[src/rtl/dtu_route_tagger.sv]
// rtl/dtu_route_tagger.sv - per-packet route tagger with 2-entry skid buffer; DTU_ROUTE_STATS_EN enables counters
`ifndef AXI_DATA_BITS
`define AXI_DATA_BITS 32
`endif
`ifndef PID_BITS
`define PID_BITS 4
`endif

module dtu_route_tagger #(
    parameter int DATA_BITS = `AXI_DATA_BITS,
    parameter int ID_BITS   = `PID_BITS,
    parameter int N_DEST    = 4
) (
    input  logic                   aclk,
    input  logic                   aresetn,
    input  logic                   cfg_route_valid,
    input  logic [7:0]             cfg_route,
    input  logic                   s_tvalid,
    output logic                   s_tready,
    input  logic [DATA_BITS-1:0]   s_tdata,
    input  logic [DATA_BITS/8-1:0] s_tkeep,
    input  logic                   s_tlast,
    input  logic [ID_BITS-1:0]     s_tid,
    output logic                   m_tvalid,
    input  logic                   m_tready,
    output logic [DATA_BITS-1:0]   m_tdata,
    output logic [DATA_BITS/8-1:0] m_tkeep,
    output logic                   m_tlast,
    output logic [ID_BITS-1:0]     m_tid,
    output logic [7:0]             m_tdest,
    output logic [31:0]            pkt_cnt,
    output logic [15:0]            drop_cnt,
    output logic                   route_err
);

    typedef enum logic [1:0] {IDLE, PASS, DROP} state_t;

    state_t                 r_state;
    logic [7:0]             r_cur_route;
    logic [7:0]             r_pkt_route;
    logic                   r_rdy_en;
    logic                   r_m_valid;
    logic [DATA_BITS-1:0]   r_m_data;
    logic [DATA_BITS/8-1:0] r_m_keep;
    logic                   r_m_last;
    logic [ID_BITS-1:0]     r_m_id;
    logic [7:0]             r_m_dest;
    logic                   r_sk_valid;
    logic [DATA_BITS-1:0]   r_sk_data;
    logic [DATA_BITS/8-1:0] r_sk_keep;
    logic                   r_sk_last;
    logic [ID_BITS-1:0]     r_sk_id;
    logic [7:0]             r_sk_dest;

    logic       w_route_ok;
    logic       w_drop_beat;
    logic       w_s_ready;
    logic       w_acc;
    logic       w_push;
    logic       w_pop;
    logic [7:0] w_dest;

    // A first beat takes the live route; later beats reuse the latched one.
    assign w_route_ok  = r_cur_route < 8'(N_DEST);
    assign w_drop_beat = (r_state == DROP) || ((r_state == IDLE) && !w_route_ok);
    assign w_s_ready   = r_rdy_en && (w_drop_beat || !(r_m_valid && r_sk_valid));
    assign w_acc       = s_tvalid && w_s_ready;
    assign w_push      = w_acc && !w_drop_beat;
    assign w_pop       = r_m_valid && m_tready;
    assign w_dest      = (r_state == IDLE) ? r_cur_route : r_pkt_route;

    always_ff @(posedge aclk or negedge aresetn) begin
        if (!aresetn) begin
            r_state     <= IDLE;
            r_cur_route <= 8'd0;
            r_pkt_route <= 8'd0;
            r_rdy_en    <= 1'b0;
        end else begin
            r_rdy_en <= 1'b1;
            if (cfg_route_valid)
                r_cur_route <= cfg_route;
            if (w_acc) begin
                case (r_state)
                    IDLE: begin
                        r_pkt_route <= r_cur_route;
                        if (!s_tlast)
                            r_state <= w_route_ok ? PASS : DROP;
                    end
                    default: if (s_tlast) r_state <= IDLE;
                endcase
            end
        end
    end

    // Output register is entry 0; the skid register only fills while stalled.
    always_ff @(posedge aclk or negedge aresetn) begin
        if (!aresetn) begin
            r_m_valid  <= 1'b0;
            r_m_data   <= '0;
            r_m_keep   <= '0;
            r_m_last   <= 1'b0;
            r_m_id     <= '0;
            r_m_dest   <= 8'd0;
            r_sk_valid <= 1'b0;
            r_sk_data  <= '0;
            r_sk_keep  <= '0;
            r_sk_last  <= 1'b0;
            r_sk_id    <= '0;
            r_sk_dest  <= 8'd0;
        end else if (w_pop && r_sk_valid) begin
            r_m_data   <= r_sk_data;
            r_m_keep   <= r_sk_keep;
            r_m_last   <= r_sk_last;
            r_m_id     <= r_sk_id;
            r_m_dest   <= r_sk_dest;
            r_sk_valid <= 1'b0;
        end else if (w_push && (w_pop || !r_m_valid)) begin
            r_m_valid <= 1'b1;
            r_m_data  <= s_tdata;
            r_m_keep  <= s_tkeep;
            r_m_last  <= s_tlast;
            r_m_id    <= s_tid;
            r_m_dest  <= w_dest;
        end else if (w_push) begin
            r_sk_valid <= 1'b1;
            r_sk_data  <= s_tdata;
            r_sk_keep  <= s_tkeep;
            r_sk_last  <= s_tlast;
            r_sk_id    <= s_tid;
            r_sk_dest  <= w_dest;
        end else if (w_pop) begin
            r_m_valid <= 1'b0;
        end
    end

    assign s_tready = w_s_ready;
    assign m_tvalid = r_m_valid;
    assign m_tdata  = r_m_data;
    assign m_tkeep  = r_m_keep;
    assign m_tlast  = r_m_last;
    assign m_tid    = r_m_id;
    assign m_tdest  = r_m_dest;

`ifdef DTU_ROUTE_STATS_EN
    logic [31:0] r_pkt_cnt;
    logic [15:0] r_drop_cnt;
    logic        r_route_err;

    always_ff @(posedge aclk or negedge aresetn) begin
        if (!aresetn) begin
            r_pkt_cnt   <= 32'd0;
            r_drop_cnt  <= 16'd0;
            r_route_err <= 1'b0;
        end else begin
            if (w_push && s_tlast)
                r_pkt_cnt <= r_pkt_cnt + 32'd1;
            if (w_acc && w_drop_beat && s_tlast && (r_drop_cnt != 16'hFFFF))
                r_drop_cnt <= r_drop_cnt + 16'd1;
            if (w_acc && w_drop_beat)
                r_route_err <= 1'b1;
        end
    end

    assign pkt_cnt   = r_pkt_cnt;
    assign drop_cnt  = r_drop_cnt;
    assign route_err = r_route_err;
`else
    assign pkt_cnt   = 32'd0;
    assign drop_cnt  = 16'd0;
    assign route_err = 1'b0;
`endif

endmodule

[config.mk]
export PLATFORM = sky130hd
export DESIGN_NAME = dtu_route_tagger
export DESIGN_NICKNAME = d
export VERILOG_FILES = /design/src/rtl/dtu_route_tagger.sv
export SDC_FILE = /design/constraint.sdc
export NUM_CORES = 1
export LEC_CHECK = 0
export BUFFER_PORTS_ARGS = -buffer_cell sky130_fd_sc_hd__buf_2
export CAP_MARGIN = 10
export CORE_MARGIN = 5
export CORE_UTILIZATION = 46
export DETAILED_ROUTE_END_ITERATION = 8
export PLACE_DENSITY = 0.68
export SYNTH_ARGS = -nofsm -noshare
export SYNTH_HDL_FRONTEND = slang
export SYNTH_SLANG_ARGS = --single-unit
[constraint.sdc]
create_clock -name aclk -period 2.2 [get_ports aclk]
set_input_delay 0.22 -clock aclk [delete_from_list [all_inputs] [get_ports aclk]]
set_output_delay 0.22 -clock aclk [all_outputs]
set_load 0.005 [all_outputs]
Word level (Yosys, flattened, before mapping):

Cells that the tools add are included.

* word-level logic and storage cells: 68
* register bits: 119
* output and inout bits: 100

* multiplexer cells: 21
* $lt $le $gt $ge: 1
* bitwise operators: 2
* reduce and logical (&&, ||, !) cells: 24
* eq/ne operators: 4

Operators with widths (count)
* 32-bit 2-to-1 mux: 2
* 8-bit 2-to-1 mux: 3
* 4-bit 2-to-1 mux: 4
* 3-bit AND reduction: 3
* 1-bit logical AND: 8
* 8-bit by 3-bit < comparator with 1-bit output, second input constant: 1
* 1-bit 2-to-1 mux: 8
* 2-bit 2-to-1 mux: 4
* 2-bit nonzero test: 4
* 1-bit logical NOT: 4
* 2-bit inequality test, second input constant: 2
* 1-bit logical OR: 3
* 2-bit equality test, second input constant: 1
* 2-bit logical NOT: 1
* 2-bit by 1-bit inequality test with 1-bit output, second input constant: 1
* 1-bit inverter: 2
* 2-bit AND reduction: 1

Depth between registers and ports, before layout:

* word-level depth: 11
* depth in mapped cells: 6

Worst setup path after synthesis:

Ideal clock, no wire load.

* kind: reg2reg
* start point: register r_cur_route[7]
* end point: register r_m_data[30] (netlist: m_tdata[30])
* arrival: 1.592 ns
* path buffers: 2
* setup slack: 0.482 ns
* library setup time: 0.126 ns
* cell stages (with the launch flop): 7
* period minus slack after synthesis: 1.718 ns
* cells stage by stage: dfrtp_1 nor4_4 a21oi_2 a21bo_2 buf_6 buf_6 a221o_1

* cells in the longest elaborated chain, start to end: 10

RTL lines
* start: declaration: RTL line 39 `logic [7:0] r_cur_route;`
* start signal: assignment: RTL line 81 `r_cur_route <= cfg_route;`
* 8-bit by 3-bit < comparator with 1-bit output (*): RTL line 64 `assign w_route_ok = r_cur_route < 8'(N_DEST);`
* 1-bit logical NOT (*): RTL line 65 `assign w_drop_beat = (r_state == DROP) || ((r_state == IDLE) && !w_route_ok);`
* 1-bit logical AND (*): RTL line 65
* 1-bit logical OR (*): RTL line 65
* 1-bit logical OR: RTL line 66 `assign w_s_ready = r_rdy_en && (w_drop_beat || !(r_m_valid && r_sk_valid));`
* 1-bit logical AND: RTL line 66
* 1-bit logical AND: RTL line 67 `assign w_acc = s_tvalid && w_s_ready;`
* 1-bit logical AND (*): RTL line 68 `assign w_push = w_acc && !w_drop_beat;`
* 1-bit logical AND (*): RTL line 117 `end else if (w_push && (w_pop || !r_m_valid)) begin`
* 2-bit nonzero test (no source line) (*)
* end signal: assignment: RTL line 111 `r_m_data <= r_sk_data;`
* end signal: assignment: RTL line 119 `r_m_data <= s_tdata;`
* end: declaration: RTL line 43 `logic [DATA_BITS-1:0] r_m_data;`

Every way passes the cells marked *; elsewhere a longest branch is shown, timed or not.
A chain may end at the register's enable or synchronous reset.

Final worst setup path:

* start point: register r_cur_route[7]
* end point: register r_sk_data[29]

* cells in the longest elaborated chain, start to end: 11

RTL lines
* 8-bit by 3-bit < comparator with 1-bit output (*): RTL line 64
* 1-bit logical NOT (*): RTL line 65
* 1-bit logical AND (*): RTL line 65
* 1-bit logical OR (*): RTL line 65
* 1-bit logical OR: RTL line 66
* 1-bit logical AND: RTL line 66
* 1-bit logical AND: RTL line 67
* 1-bit logical AND (*): RTL line 68
* 1-bit logical AND: RTL line 117
* 1-bit inverter (no source line)
* 3-bit AND reduction (no source line) (*)
* end signal: assignment: RTL line 126 `r_sk_data <= s_tdata;`
* end: declaration: RTL line 49 `logic [DATA_BITS-1:0] r_sk_data;`

Marks and branches as above.

==> flow_summary.yaml <==
layout:
  nFillCells: 967
  fin_cells: 659
  antennaDiodeCount: 0
  synthToLayoutAreaGrowth_pct: 20.58
  mostFrequentLayoutCells: "dfrtp_1 (119), buf_2 (103), mux2_2 (67)"
  fin_nets: 560
  drive_above_1_share_pct: 41.67
  final_common_cell: "dfrtp_1"
  final_util_pct: 56.27
global_route:
  first_global_vias: 3595
  grt_pass1_wl_um: 18170
  antenna_found_initial: 0
  grt_max_degree: 72
  gr-total-overflow: 0
  grt_usage_pct: 17.27
clock_tree:
  clkLatencyLatePin_ps: 400
  cts_buffers: 17
  tritoncts: "done"
  clk_pin_slew_ps: 50
  htreeDepth: 4
  cts.sinks: 119
  cts-root-buf: "clkbuf_16"
  cts_buffer_depth: 2
  postCtsSetupRepairBufs: 0
pwr:
  total_power_w: 0.006471
  swShare_pct: 24.06
  pwr-share-seq_pct: 43.9
  p_clk_share_pct: 39.9
  intPower_w: 0.004914
  p_sw_w: 0.001557
  leakagePower_nw: 3.370
  ir_drop_v: 0.0008340
  combPwrFrac_pct: 16.1
  p_per_area_mw_per_mm2: 1016
timing:
  slew_headroom_pct: 63.57
  layout_setup_ws_ps: 270.4
  tightest_slew_ps: 546.4
  clock_skew_ps: 8.000
  finalMaxSlewViolations: 0
  tns_ps: 0
  final.period_utilization_pct: 87.71
  fmax_ghz: 0.5182
  finalCriticalPeriod_ps: 1930
  finalSetupViolCount: 0
  rsz0062_at_grt: "false"
  hold_viol_final: 0
setup_path:
  crit_type: "reg -> reg"
  arrival_ps: 2210
  cp-start-kind: "flop"
  crit_required_ps: 2480
  crit_fanout: 40
  end_kind: "flop"
logic_synthesis:
  postSynthAreaPerCell_sq_um: 13.48
  ys_seq_elements: 119
  synth_area_sq_mm: 0.005283
  seq_area_frac_synth_pct: 56.37
  yosysWarnings: 0
  syn_inst: 392
  ys_types: 27
flow_run:
  drv_cap: 0
worst_hold_path:
  hold_class: "in -> reg"
routing:
  route.detailed.drc: 0
  drt_iter0_markers: 122
  vias_per_cell: 5.158
  drtAntennaViolNets: 0
  drtPass1Iterations: 4
  drt_wl_total_um: 11210
  wl_per_cell_um: 17.00
  vias: 3399
outcome:
  status: "finished clean"
placed_design:
  pre_cts_ws_ps: 255.7
  hpwl_um: 7631
  dp_cells: 629
  place_congestion: 0.7688
  io_buffer_count: 104
floorplan:
  die_w_um: 117.2
  io_pins: 154
  die_area_sq_mm: 0.01373
  start_util_pct: 46.66
  row_count: 39
  die_y_um: 117.2
  coreArea_sq_mm: 0.01132
[cells by family (layout without fill, tap and decap cells)]
group                  after synthesis  after routing  synth area share (%)
AOI/OAI and AO/OA                   64             64                 11.27
buffers and inverters               72            148                 9.214
DFF                                119            119                 56.37
muxes                               73             73                 15.56
other                                2             50                0.1422
and+or+nand+nor                     62             62                 7.437
[metal layers]
layer / share of wire [%] / vias up / GRT usage [%] / routed length [um]
li1: - / 1551 / - / -
met1: 43 / 1710 / 22.45 / 4779
met2: 48 / 125 / 26.21 / 5395
met3: 7.8 / 13 / 6.581 / 875
met4: 1.4 / 0 / 6.804 / 155
met5: 0 / - / 0 / 0
[timing repair]
action	in CTS	in global routing
hold buffers	1	0
endpoints found under the hold margin	77	0
resized for setup	0	0
[metrics by stage]
stage / instance area (sq um) / hold WS [ps]
final: 6370 / 50.52
after CTS: 6370 / 27.91
after detailed placement: 5801 / 50.28
after floorplan: 5463 / -75.59
after global placement: 5801 / 47.59
after global routing: 6370 / 35.06
[Yosys cell counts]
| cell | instances | area share (%) |
|---|---|---|
| a21bo_2 | 1 | 0.19 |
| o21ai_0 | 3 | 0.28 |
| buf_6 | 2 | 0.43 |
| buf_2 | 8 | 0.76 |
| inv_1 | 2 | 0.14 |
| dfrtp_1 | 119 | 56 |
| and2_1 | 49 | 5.8 |
| a21o_1 | 2 | 0.28 |
| a221o_1 | 49 | 9.3 |
| a2111oi_0 | 1 | 0.17 |
| nor2b_1 | 2 | 0.24 |
| nand2_1 | 4 | 0.28 |
| and3_1 | 1 | 0.12 |
| nor4_4 | 1 | 0.40 |
| a31oi_1 | 1 | 0.12 |
| mux2_2 | 67 | 14 |
| a21oi_2 | 2 | 0.33 |
| a21oi_1 | 3 | 0.28 |
| nor2_1 | 3 | 0.21 |
| o211a_1 | 1 | 0.19 |
| clkbuf_1 | 9 | 0.64 |
| mux2_1 | 6 | 1.3 |
| buf_4 | 51 | 7.2 |
| o21a_1 | 1 | 0.14 |
| nor3_2 | 1 | 0.19 |
| nand3_2 | 1 | 0.19 |
| conb_1 | 2 | 0.14 |
[layout make-up]
type	instances	area, sq um	area share, %
repair buffers	117	648.1	10.17
clock inverters	3	40.04	0.6286
well taps	143	178.9	2.809
clock buffers	26	519.2	8.152
flip-flops and latches	119	2978	46.75
inverters	2	7.507	0.1179
multi-input cells	249	1998	31.37
[registers in the layout, indices dropped and copies added (netlist names)]
| register | cells |
|---|---|
| r_pkt_route | 8 |
| m_tlast | 1 |
| r_sk_last | 1 |
| r_sk_keep | 4 |
| r_sk_valid | 1 |
| r_sk_id | 4 |
| m_tvalid | 1 |
| r_sk_data | 32 |
| r_rdy_en | 1 |
| r_sk_dest | 8 |
| m_tid | 4 |
| m_tdata | 32 |
| m_tdest | 8 |
| m_tkeep | 4 |
| r_state | 2 |
| r_cur_route | 8 |
[power groups by stage]
stage | clock [W] | combinational [W] | sequential (W)
6_report | 0.00259 | 0.00104 | 0.00284
3_3_place_gp | 0 | 0.00103 | 0.00286
5_1_grt | 0.00276 | 0.00117 | 0.00289
3_5_place_dp | 0 | 0.00106 | 0.00287
4_1_cts | 0.00266 | 0.00107 | 0.00284
2_1_floorplan | 0 | 0.000574 | 0.00285
[critical path: stages, from the launching register on]
cell     delay (ps)
dfrtp_1         410
nor4_4          410
a21o_1          210
nand3_2          80
buf_4           300
mux2_1          380
[path summary, 6_finish.rpt]
path	from	to	slack (ps)	depth (start not counted)
worst max-delay path	r_cur_route[7]$_DFFE_PN0P_	r_sk_data[29]$_DFFE_PN0P_	270	5
worst min-delay path	cfg_route[4]	r_cur_route[4]$_DFFE_PN0P_	50	2
worst max register to register	r_cur_route[7]$_DFFE_PN0P_	r_sk_data[29]$_DFFE_PN0P_	270	5
worst min register to register	r_sk_data[25]$_DFFE_PN0P_	r_sk_data[25]$_DFFE_PN0P_	480	1
max in group asynchronous	aresetn	m_tid[1]$_DFFE_PN0P_	1300	3
min in group asynchronous	aresetn	r_cur_route[5]$_DFFE_PN0P_	180	2
Note: power is estimated with default switching activity, not from simulation.
